[src/rtl/truth_table_pkg.sv]
// truth_table_pkg
//   Shared definitions for the programmable truth-table engine:
//   - state_t : sweep controller states (IDLE, SWEEP, DONE)
//   - N_IN_DEFAULT / N_OUT_DEFAULT : default input width and row width
//   - depth() : number of table rows for a given input width
package truth_table_pkg;

    localparam int N_IN_DEFAULT  = 4;
    localparam int N_OUT_DEFAULT = 10;

    typedef enum logic [1:0] {
        IDLE  = 2'd0,
        SWEEP = 2'd1,
        DONE  = 2'd2
    } state_t;

    // Table depth: one row per input combination.
    function automatic int depth(input int n_in);
        return 1 << n_in;
    endfunction

endpackage

[src/rtl/tt_mem.sv]
// tt_mem
//   2^N_IN x N_OUT register array holding the truth table.
//   Ports:
//     clk, rst          : clock, synchronous active-high reset (clears every row)
//     we, waddr, wdata  : synchronous write port
//     lookup_addr/data  : asynchronous read port for single-vector lookups
//     sweep_addr/data   : asynchronous read port for the row sweep
module tt_mem
    import truth_table_pkg::*;
#(
    parameter int N_IN  = N_IN_DEFAULT,
    parameter int N_OUT = N_OUT_DEFAULT
) (
    input  logic             clk,
    input  logic             rst,
    input  logic             we,
    input  logic [N_IN-1:0]  waddr,
    input  logic [N_OUT-1:0] wdata,
    input  logic [N_IN-1:0]  lookup_addr,
    output logic [N_OUT-1:0] lookup_data,
    input  logic [N_IN-1:0]  sweep_addr,
    output logic [N_OUT-1:0] sweep_data
);

    localparam int DEPTH = depth(N_IN);

    logic [N_OUT-1:0] rows [DEPTH];

    // NOTE: this is a flop array, not an inferred RAM, so a loop reset of every
    // entry is legal here; a RAM macro could not be cleared this way.
    always_ff @(posedge clk) begin
        if (rst) begin
            for (int i = 0; i < DEPTH; i++) begin
                // NOTE: sequential state always uses non-blocking assignment so
                // every flop samples pre-edge values; this also gives lookups
                // on the write edge the old contents (read-before-write).
                rows[i] <= '0;
            end
        end else if (we) begin
            rows[waddr] <= wdata;
        end
    end

    assign lookup_data = rows[lookup_addr];
    assign sweep_data  = rows[sweep_addr];

endmodule

[src/rtl/truth_table_engine.sv]
// truth_table_engine
//   Software-loadable N_IN-input / N_OUT-output truth table with one-cycle
//   lookups and an autonomous full-table sweep streamed over valid/ready.
//   Ports:
//     clk, rst                      : clock, synchronous active-high reset
//     cfg_we, cfg_addr, cfg_data    : row write (rejected during a sweep)
//     cfg_err                       : one-cycle pulse for a rejected write
//     in_valid, in_vec              : lookup request
//     out_valid, out_vec            : lookup result, one cycle later
//     sweep_start, sweep_busy       : sweep trigger (IDLE only) / in-progress flag
//     row_valid, row_ready          : sweep stream handshake
//     row_idx, row_data             : streamed row index and contents
//     sweep_done                    : one-cycle pulse after the last row
module truth_table_engine
    import truth_table_pkg::*;
#(
    parameter int N_IN  = N_IN_DEFAULT,
    parameter int N_OUT = N_OUT_DEFAULT
) (
    input  logic             clk,
    input  logic             rst,
    input  logic             cfg_we,
    input  logic [N_IN-1:0]  cfg_addr,
    input  logic [N_OUT-1:0] cfg_data,
    output logic             cfg_err,
    input  logic             in_valid,
    input  logic [N_IN-1:0]  in_vec,
    output logic             out_valid,
    output logic [N_OUT-1:0] out_vec,
    input  logic             sweep_start,
    output logic             sweep_busy,
    output logic             row_valid,
    input  logic             row_ready,
    output logic [N_IN-1:0]  row_idx,
    output logic [N_OUT-1:0] row_data,
    output logic             sweep_done
);

    state_t           state;
    logic [N_IN-1:0]  row_cnt;
    logic [N_OUT-1:0] lookup_data;
    logic             mem_we;

    // Writes are locked out while sweeping so the streamed table is coherent.
    assign mem_we = cfg_we && (state != SWEEP);

    tt_mem #(
        .N_IN  (N_IN),
        .N_OUT (N_OUT)
    ) u_mem (
        .clk         (clk),
        .rst         (rst),
        .we          (mem_we),
        .waddr       (cfg_addr),
        .wdata       (cfg_data),
        .lookup_addr (in_vec),
        .lookup_data (lookup_data),
        .sweep_addr  (row_cnt),
        .sweep_data  (row_data)
    );

    // Status outputs decode the state register directly; row_data is a read of
    // the flop array at the registered counter, so no input reaches them.
    assign row_valid  = (state == SWEEP);
    assign sweep_busy = (state == SWEEP);
    assign sweep_done = (state == DONE);
    assign row_idx    = row_cnt;

    always_ff @(posedge clk) begin
        if (rst) begin
            state     <= IDLE;
            row_cnt   <= '0;
            cfg_err   <= 1'b0;
            out_valid <= 1'b0;
            out_vec   <= '0;
        end else begin
            cfg_err   <= cfg_we && (state == SWEEP);
            out_valid <= in_valid;
            if (in_valid) begin
                out_vec <= lookup_data;
            end

            case (state)
                IDLE: begin
                    if (sweep_start) begin
                        state   <= SWEEP;
                        row_cnt <= '0;
                    end
                end
                SWEEP: begin
                    if (row_ready) begin
                        // The counter stops on the last row instead of wrapping.
                        if (row_cnt == '1) begin
                            state <= DONE;
                        end else begin
                            row_cnt <= row_cnt + 1'b1;
                        end
                    end
                end
                DONE: begin
                    state <= IDLE;
                end
                default: begin
                    state <= IDLE;
                end
            endcase
        end
    end

endmodule

[config.mk]
export PLATFORM = sky130hd
export DESIGN_NAME = truth_table_engine
export DESIGN_NICKNAME = d
export VERILOG_FILES = /design/src/rtl/truth_table_pkg.sv /design/src/rtl/tt_mem.sv /design/src/rtl/truth_table_engine.sv
export SDC_FILE = /design/constraint.sdc
export NUM_CORES = 1
export LEC_CHECK = 0
export ABC_AREA = 1
export ABC_CLOCK_PERIOD_IN_PS = 2100
export CAP_MARGIN = 20
export CORE_MARGIN = 2
export CORE_UTILIZATION = 67
export CTS_BUF_LIST = sky130_fd_sc_hd__clkbuf_2
export DETAILED_ROUTE_END_ITERATION = 6
export DONT_BUFFER_PORTS = 1
export GPL_TIMING_DRIVEN = 0
export PLACE_DENSITY = 0.8
export RECOVER_POWER = 50
export SLEW_MARGIN = 20
export SYNTH_ARGS = -nofsm -noshare
export SYNTH_HDL_FRONTEND = slang
export SYNTH_HIERARCHICAL = 1
export SYNTH_SLANG_ARGS = --single-unit
[constraint.sdc]
create_clock -name clk -period 2.1 [get_ports clk]
set_input_delay 0.42 -clock clk [delete_from_list [all_inputs] [get_ports clk]]
set_output_delay 0.42 -clock clk [all_outputs]
set_load 0.02 [all_outputs]
== After elaboration in Yosys (flattened, before gate mapping) ==
Memory sizes are Yosys's and may differ from the RTL's. A register that Yosys moved wholly into a read port is not among the register bits.
Cells that the tools add are included.
Word-level totals
  bits in registers: 8
  memory bits (writable): 160
  input port bits: 24
  output and inout port bits: 29
  logic and storage cells: 39
  memories: 1
Cells by class
  add/subtract/negate cells: 1
  equality and inequality tests: 8
  mux-type cells: 18
  reduce and logical (&&, ||, !) cells: 7
Memory list
  u_mem.rows: words 16, bits a word 10, rd ports 2, clocked after Yosys merged registers in 2, wr ports 16, line tt_mem.sv:27  | logic [N_OUT-1:0] rows [DEPTH];
Operators by type and width (count)
  $mux 4: 6
  $mux 10: 1
  $reduce_or 10->1: 1
  $pmux 4 s2: 1
  $mux 1: 6
  $mux 2: 3
  $ne 2x1->1 const B: 3
  $add 4x1->4 const B: 1
  $eq 4x4->1 const B: 1
  $ne 2x2->1 const B: 2
  $pmux 2 s2: 1
  $reduce_and 4->1: 1
  $reduce_and 3->1: 1
  $eq 2x1->1 const B: 1
  $eq 2x2->1 const B: 1
  $logic_and 1x1->1: 2
  $logic_not 2->1: 1
  $reduce_bool 2->1: 1

== Logic depth before layout (Yosys ltp) ==
  depth in word-level cells: 7
  depth in mapped cells: 10

== By module ==
Netlist, hierarchy kept.
By module, submodules not included
  tt_mem: instances 1, cells an instance 1254, area each 9521.6 sq um
  truth_table_engine: instances 1, cells an instance 112, area each 799.5 sq um

== Worst setup path after synthesis ==
OpenSTA, ideal clock, no wires.
  kind: register to output
  start: reg row_idx[0] (netlist name)
  end: out row_data[4]
  data arrival time: 1.361 ns
  data required time: 1.680 ns
  slack: 0.319 ns
  cell stages (with the launch flop): 9
  buffers on the path: 2
  cells stage by stage: dfxtp_1 -> buf_2 -> inv_2 -> buf_6 -> nand2_1 -> nand3_1 -> nand3_1 -> nand3_1 -> nand2_1
RTL lines
  to (decl): line truth_table_engine.sv:35  | output logic [N_OUT-1:0] row_data,

==> summary.md <==
| Metric | Value |
|---|---|
| Status | finished with violations |
| Failing checks | design-rule violations, negative setup slack |
| Number of antenna-violating nets in the routed design | 0 |
| Worst-path clk slew | 0.27 ns |
| Post-synthesis sequential area ratio | 50.0% |
| Post-synth top area share | 46.6% |
| Cell area after layout | 12100 um^2 |
| Hold path startpoint | row_ready |
| H-tree depth | 4 |
| Max Fclk | 374 MHz |
| Gpl congestion | 1.09 |
| Worst Skew | 0.0313 ns |
| Drt via density | 6.39 |
| Post-synth top area cell | edfxtp_1 |
| Die height | 128 um |
| Unrepaired setup endpoints after global routing | true |
| CP dominant cell by count | nand2_1 |
| Pins Over Slew Limit | 0 |
| Clk root buf | clkbuf_2 |
| GRT overflow | 0 |
| Multi-input gate area | 4480 um^2 |
| Cell Chain, Critical Path | nor2_4, nor2_2, nand2_1, nor3_1, nand2_1, buf_6, nand2_4 |
| Hold WC Path Type | primary input to flop |
| Capturing point of the worst reg2reg path | u_mem/rows[5][5] |
| First-pass GRT wire length | 56300 um |
| Fin util | 79.7% |
| Synthesis warning total | 6 |
| # DRC | 26 |
| Placed Instances | 1554 |
| Synth cell types | 23 |
| Worst path bufs/invs | 1 |
| FF-to-FF Start | state[1] |
| Largest net degree at the start of global routing | 17 |
| Power Dens Cells | 689 nW/um^2 |
| Slowest stage delay, CP | 0.58 ns |
| Max cap viols | 0 |
| Min Tclk post-route | 2.68 ns |
| Placeable Area | 15100 um^2 |
| Die width | 128 um |
| Post-Syn Area | 10300 um^2 |
| GRT Total Usage | 47.7% |
| WL/cell | 24.1 um |
| Post-Syn Area per Cell | 7.56 um^2 |
| Critical path data arrival time | 3.17 ns |
| Cell Area, Placed | 10600 um^2 |
| Critical path type | flop to flop |
| Final WS setup | -0.576 ns |
| Fin. Hold Viols | 0 |
| Layout cells sized above 1 | 17.9% |
| Slew HR | 23.8% |
| Seq cells post-synth | 178 |
| Vias in the first global route | 9439 |
| Maximum VDD drop | 0.585 mV |
| Final setup fails | 289 |
| Port Buf Inserts | 0 |
| Via Count | 10322 |
| WP data required | 2.59 ns |
| Final period util | 127% |
| LEAKAGE | 5.57 nW |
| Post-synthesis cell count | 1366 |
| DPL Wire Length | 25500 um |
| CTS tree | done |
| Hold path depth | 7 |
| Final wirelength | 38900 um |
| Post-route insts no fill | 1616 |
| Synth top area cells | edfxtp_1 47%, nand3_1 14%, nand2_1 14%, nor2_1 7.2%, inv_1 6.9% |
| Endpoint type of the worst setup path | flop |
| CP Max Fanout | 10 |
| Worst Setup Start Kind | flop |
| Io pins | 53 |
| Final net count | 1439 |
| Slew @ Worst Pin | 1.14 ns |
| Clock Sinks | 178 |
| Num CTS Buffers | 17 |
| Area growth syn-to-layout | 16.9% |
| Worst Reg2Reg Path Length in Cells | 7 |
| Die area | 16400 um^2 |
| WHS Endpoint | row_idx[0] |
| Initial antenna violation count | 1 |
| R2r setup slk | -0.58 ns |
| Initial core utilization | 68.1% |
| Top delay family on crit path | simple AND/OR/NAND/NOR gates |
| Worst path depth | 7 |
| Mapped Nets | 1391 |
| Clk buf depth | 2 |
| # rows | 45 |
| DR iter-0 viols | 2126 |
| Filler instances | 1013 |
| Drt pass-1 iters | 7 |
| Reg area | 5180 um^2 |
| CP max stage cell | nor3_1 |
| Clk_lat worst skew | 0.78 ns |
[sequential cells by signal, indices dropped and copies added (netlist names)]
signal,count
row_idx,4
out_valid,1
out_vec,10
u_mem/rows,160
state,2
cfg_err,1
[worst register-to-register path, stage by stage, from the launching register on]
cell and delay (ns):
dfxtp_1 0.49, nor2_4 0.13, nor2_2 0.25, nand2_1 0.23
nor3_1 0.58, nand2_1 0.28, buf_6 0.24, nand2_4 0.18
[timing repair]
action                                  4_1_cts  5_1_grt
endpoints found under the setup margin      172      125
gates cloned                                  3        2
pin swaps                                    37       32
hold buffers                                 22        0
resized for setup                           174       58
endpoints found under the hold margin        64        0
setup buffers                                 1        1
[worst max-delay path by stage]
stage               start                to  slack, ns
3_3_place_gp     state[1]  u_mem/rows[5][1]      -0.30
5_1_grt        row_idx[0]       row_data[2]      -0.66
4_1_cts        row_idx[0]       row_data[1]      -0.54
3_5_place_dp     state[1]  u_mem/rows[5][9]      -0.35
2_1_floorplan  row_idx[0]       row_data[4]       0.32
6_report         state[1]  u_mem/rows[5][5]      -0.58
[placed cells by master, fill, tap and decap left out, drive strengths merged]
cell type      n
a21oi          2
buf           71
bufinv         4
clkbuf        45
clkinv         6
clkinvlp       4
dfxtp         18
diode          1
dlygate4sd3   22
edfxtp       160
ha             1
inv          200
nand2        391
nand3        288
nor2         198
nor3           5
o21a           1
o21ai         10
or2            1
[routing by layer]
metal	up-vias	global-route usage, %	routed length (um)
li1	4408	-	-
met1	4620	65.5	13500
met2	1047	66.3	15500
met3	247	16.2	6810
met4	0	27.1	3130
met5	-	0	0
[final cells by class]
cell class | instances | share of cell area [%]
Multi-Input combinational cell | 897 | 37.1
Timing Repair Buffer | 28 | 2.82
Clock buffer | 17 | 0.705
Timing Repair inverter | 1 | 0.0933
Inverter | 198 | 6.30
Buffer | 93 | 6.39
Tap cell | 188 | 1.95
Clock inverter | 15 | 1.69
Antenna cell | 1 | 0.0207
Sequential cell | 178 | 42.9
[cell families (layout without fill, tap and decap cells)]
logic type               Yosys count  after routing  share of synthesized area, %
flip-flops                       178            178                          50.0
other                              0              1                             0
buffers and inverters            291            352                          12.9
AO/OA/AOI/OAI                     13             13                         0.655
AND/OR/NAND/NOR                  883            883                          36.3
adder cells (fa/ha/maj)            1              1                         0.121
[synthesized netlist by cell type]
cell,count
clkinv_1,2
nor3_2,4
buf_2,41
clkbuf_2,1
buf_4,2
nand2_4,3
dfxtp_1,18
nor2_4,1
clkbuf_1,25
inv_1,190
or2_0,1
nand2_1,384
a21oi_1,2
nor3_1,1
edfxtp_1,160
buf_6,24
ha_1,1
o21ai_0,10
nand3_1,288
o21a_1,1
nor2_1,197
nand2_2,4
inv_2,6
[stage by stage]
step / total power [mW] / hold WS (ns) / setup WS, ns / TNS, ns
6_report: 8.32 / 0.0405 / -0.576 / -87.98
5_1_grt: 8.51 / 0.0478 / -0.663 / -120.47
4_1_cts: 8.06 / 0.000590 / -0.543 / -5.41
3_5_place_dp: 5.71 / 0.493 / -0.349 / -37.44
3_3_place_gp: 5.68 / 0.494 / -0.304 / -30.57
2_1_floorplan: 5.21 / 0.489 / 0.319 / 0
[power by group]
part / switching (mW) / leakage, nW / total [mW] / internal [mW]
logic: 1.45 / 3.62 / 2.11 / 0.660
registers: 0.0994 / 1.80 / 4.10 / 4.00
clock network: 1.31 / 0.159 / 2.11 / 0.797
total: 2.86 / 5.57 / 8.32 / 5.46
(Power assumes the default switching activity.)
==> RTL edit, RTL diff (same flow settings) <==
Change the package constant `N_IN_DEFAULT` from 4 to 2.
--- a/src/rtl/truth_table_pkg.sv
+++ b/src/rtl/truth_table_pkg.sv
@@ -7,3 +7,3 @@
 
-    localparam int N_IN_DEFAULT  = 4;
+    localparam int N_IN_DEFAULT  = 2;
     localparam int N_OUT_DEFAULT = 10;
Ports: changed (resized cfg_addr, in_vec and row_idx); port bits go from 53 to 47. The function was not compared with the original's and may differ.
==> RTL edit against the unedited design <==
  * Synthesized area decreased by 72%
  * Worst setup slack improved by 0.67 ns
  * Hold slack improved by 0.045 ns
  * Total power decreased by 73%
  * Cell count decreased by 72%
  * Routed wire length decreased by 83%
  * Sequential cell count decreased by 122
  * Final area decreased by 75%
  * Clock power decreased by 75%
  * Core utilization decreased by 4.6 points
  * Critical endpoint is now row_data[6]
==> RTL edit: results <==
[cts]
clock_latency_ns = 0.45
h-tree-depth = 2
clk_transition_reported_paths_ns = 0.25

[run_status]
status = "finished clean"

[final_layout]
fin_nets = 416
n_all_buffers = 20
seq_area_um2 = 1530
drive_above_1_share = 0.0808
fillers = 344
nClkBuffers = 5
antennaDiodeCount = 0
multi_input_area_share = 0.337
instances_no_fill = 446
buf_share = 0.0379
nNonClkInverters = 68

[synth]
synth.top_cells.by_area = "edfxtp_1, nand2_1, dfxtp_1, inv_1, nor2_1"
ys_seq_area_frac = 0.523
synthesis.nets = 408
syn_area_per_cell_um2 = 7.52
netlist_top_cells_count = "nand2_1, inv_1, nor2_1, nand3_1, edfxtp_1"
ys_ff_latch = 56

[grt]
gr-usage-met2 = 0.489
grt_pass1_wl_um = 10400
globalRouteMet3Util = 0.0563
grt_pass1_vias = 2253
grt_max_degree = 18
gr-usage-met1 = 0.337
globalRouteTotalUtil = 0.279

[worst_setup_path]
ff2ff_path_depth = 9
critPathMaxStageDelay_ns = 0.48
cpLargestDelayFamily = "flip-flops"
crit_slowest_cell = "dfxtp_4"
crit_type = "reg2out"

[pwr]
leakage_nw = 1.53
peakVddDrop_v = 0.000506

[placement]
place_inst = 437
gp_congestion = 0.865
dp_hpwl_um = 4600

[min_path]
hold_depth = 2

[routing]
wl_met1_um = 2520
dr_wl_met2_um = 3320
firstDrtPassIters = 6
post_drt_wl_per_cell_um = 14.7
wl_met3_um = 539
viasPerCell = 5.42

[timing]
finClkSkew_ns = 0.0149
==> RTL edit: path summary, 6_finish.rpt <==
check                                                       to                    start  slack [ns]
worst min-delay path                        cfg_err$_SDFF_PP0_                   cfg_we        0.09
worst max-delay path                               row_data[6]  row_idx[0]$_SDFFE_PP0P_        0.09
worst min register to register           state[1]$_SDFFE_PP0P_    state[0]$_SDFFE_PP0P_        0.56
worst max register to register  u_mem/rows[1][0]$_SDFFCE_PN0P_    state[1]$_SDFFE_PP0P_        0.20
==> RTL edit: worst reg2reg max path: cells and delay by family (launching register included) <==
kind / cells / cell delay, ns
DFF: 1 / 0.41
buffers and inverters: 4 / 0.51
and+or+nand+nor: 5 / 0.74
==> RTL edit: cell families after synthesis <==
family / synth area share
buf+inv: 0.125
simple gates: 0.325
compound gates: 0.0224
flops: 0.523
fa+ha+maj: 0.00430
==> RTL edit: where the power goes <==
group | switching [W] | internal, W | total, W
combinational | 0.000315 | 0.000112 | 0.000427
sequential | 0.0000561 | 0.00125 | 0.00131
clock | 0.000328 | 0.000201 | 0.000529
total | 0.000699 | 0.00156 | 0.00226
==> RTL edit: repair_timing <==
action,in CTS,in global routing
endpoints found under the setup margin,40,22
hold buffers,1,0
hold endpoints to repair,4,0
resized for setup,6,4
==> RTL edit: stage by stage <==
step	hold slack, ns	util	setup WS [ns]	TNS, ns	cell area, um^2
6_report	0.0851	0.750	0.0918	0	3070
2_1_floorplan	0.489	-	0.0604	0	2910
4_1_cts	0.0586	0.749	0.0315	0	3060
3_3_place_gp	0.491	0.727	-0.411	-4.11	2970
3_5_place_dp	0.493	0.727	-0.0139	-0.177	2970
5_1_grt	0.0251	0.750	0.0136	0	3070
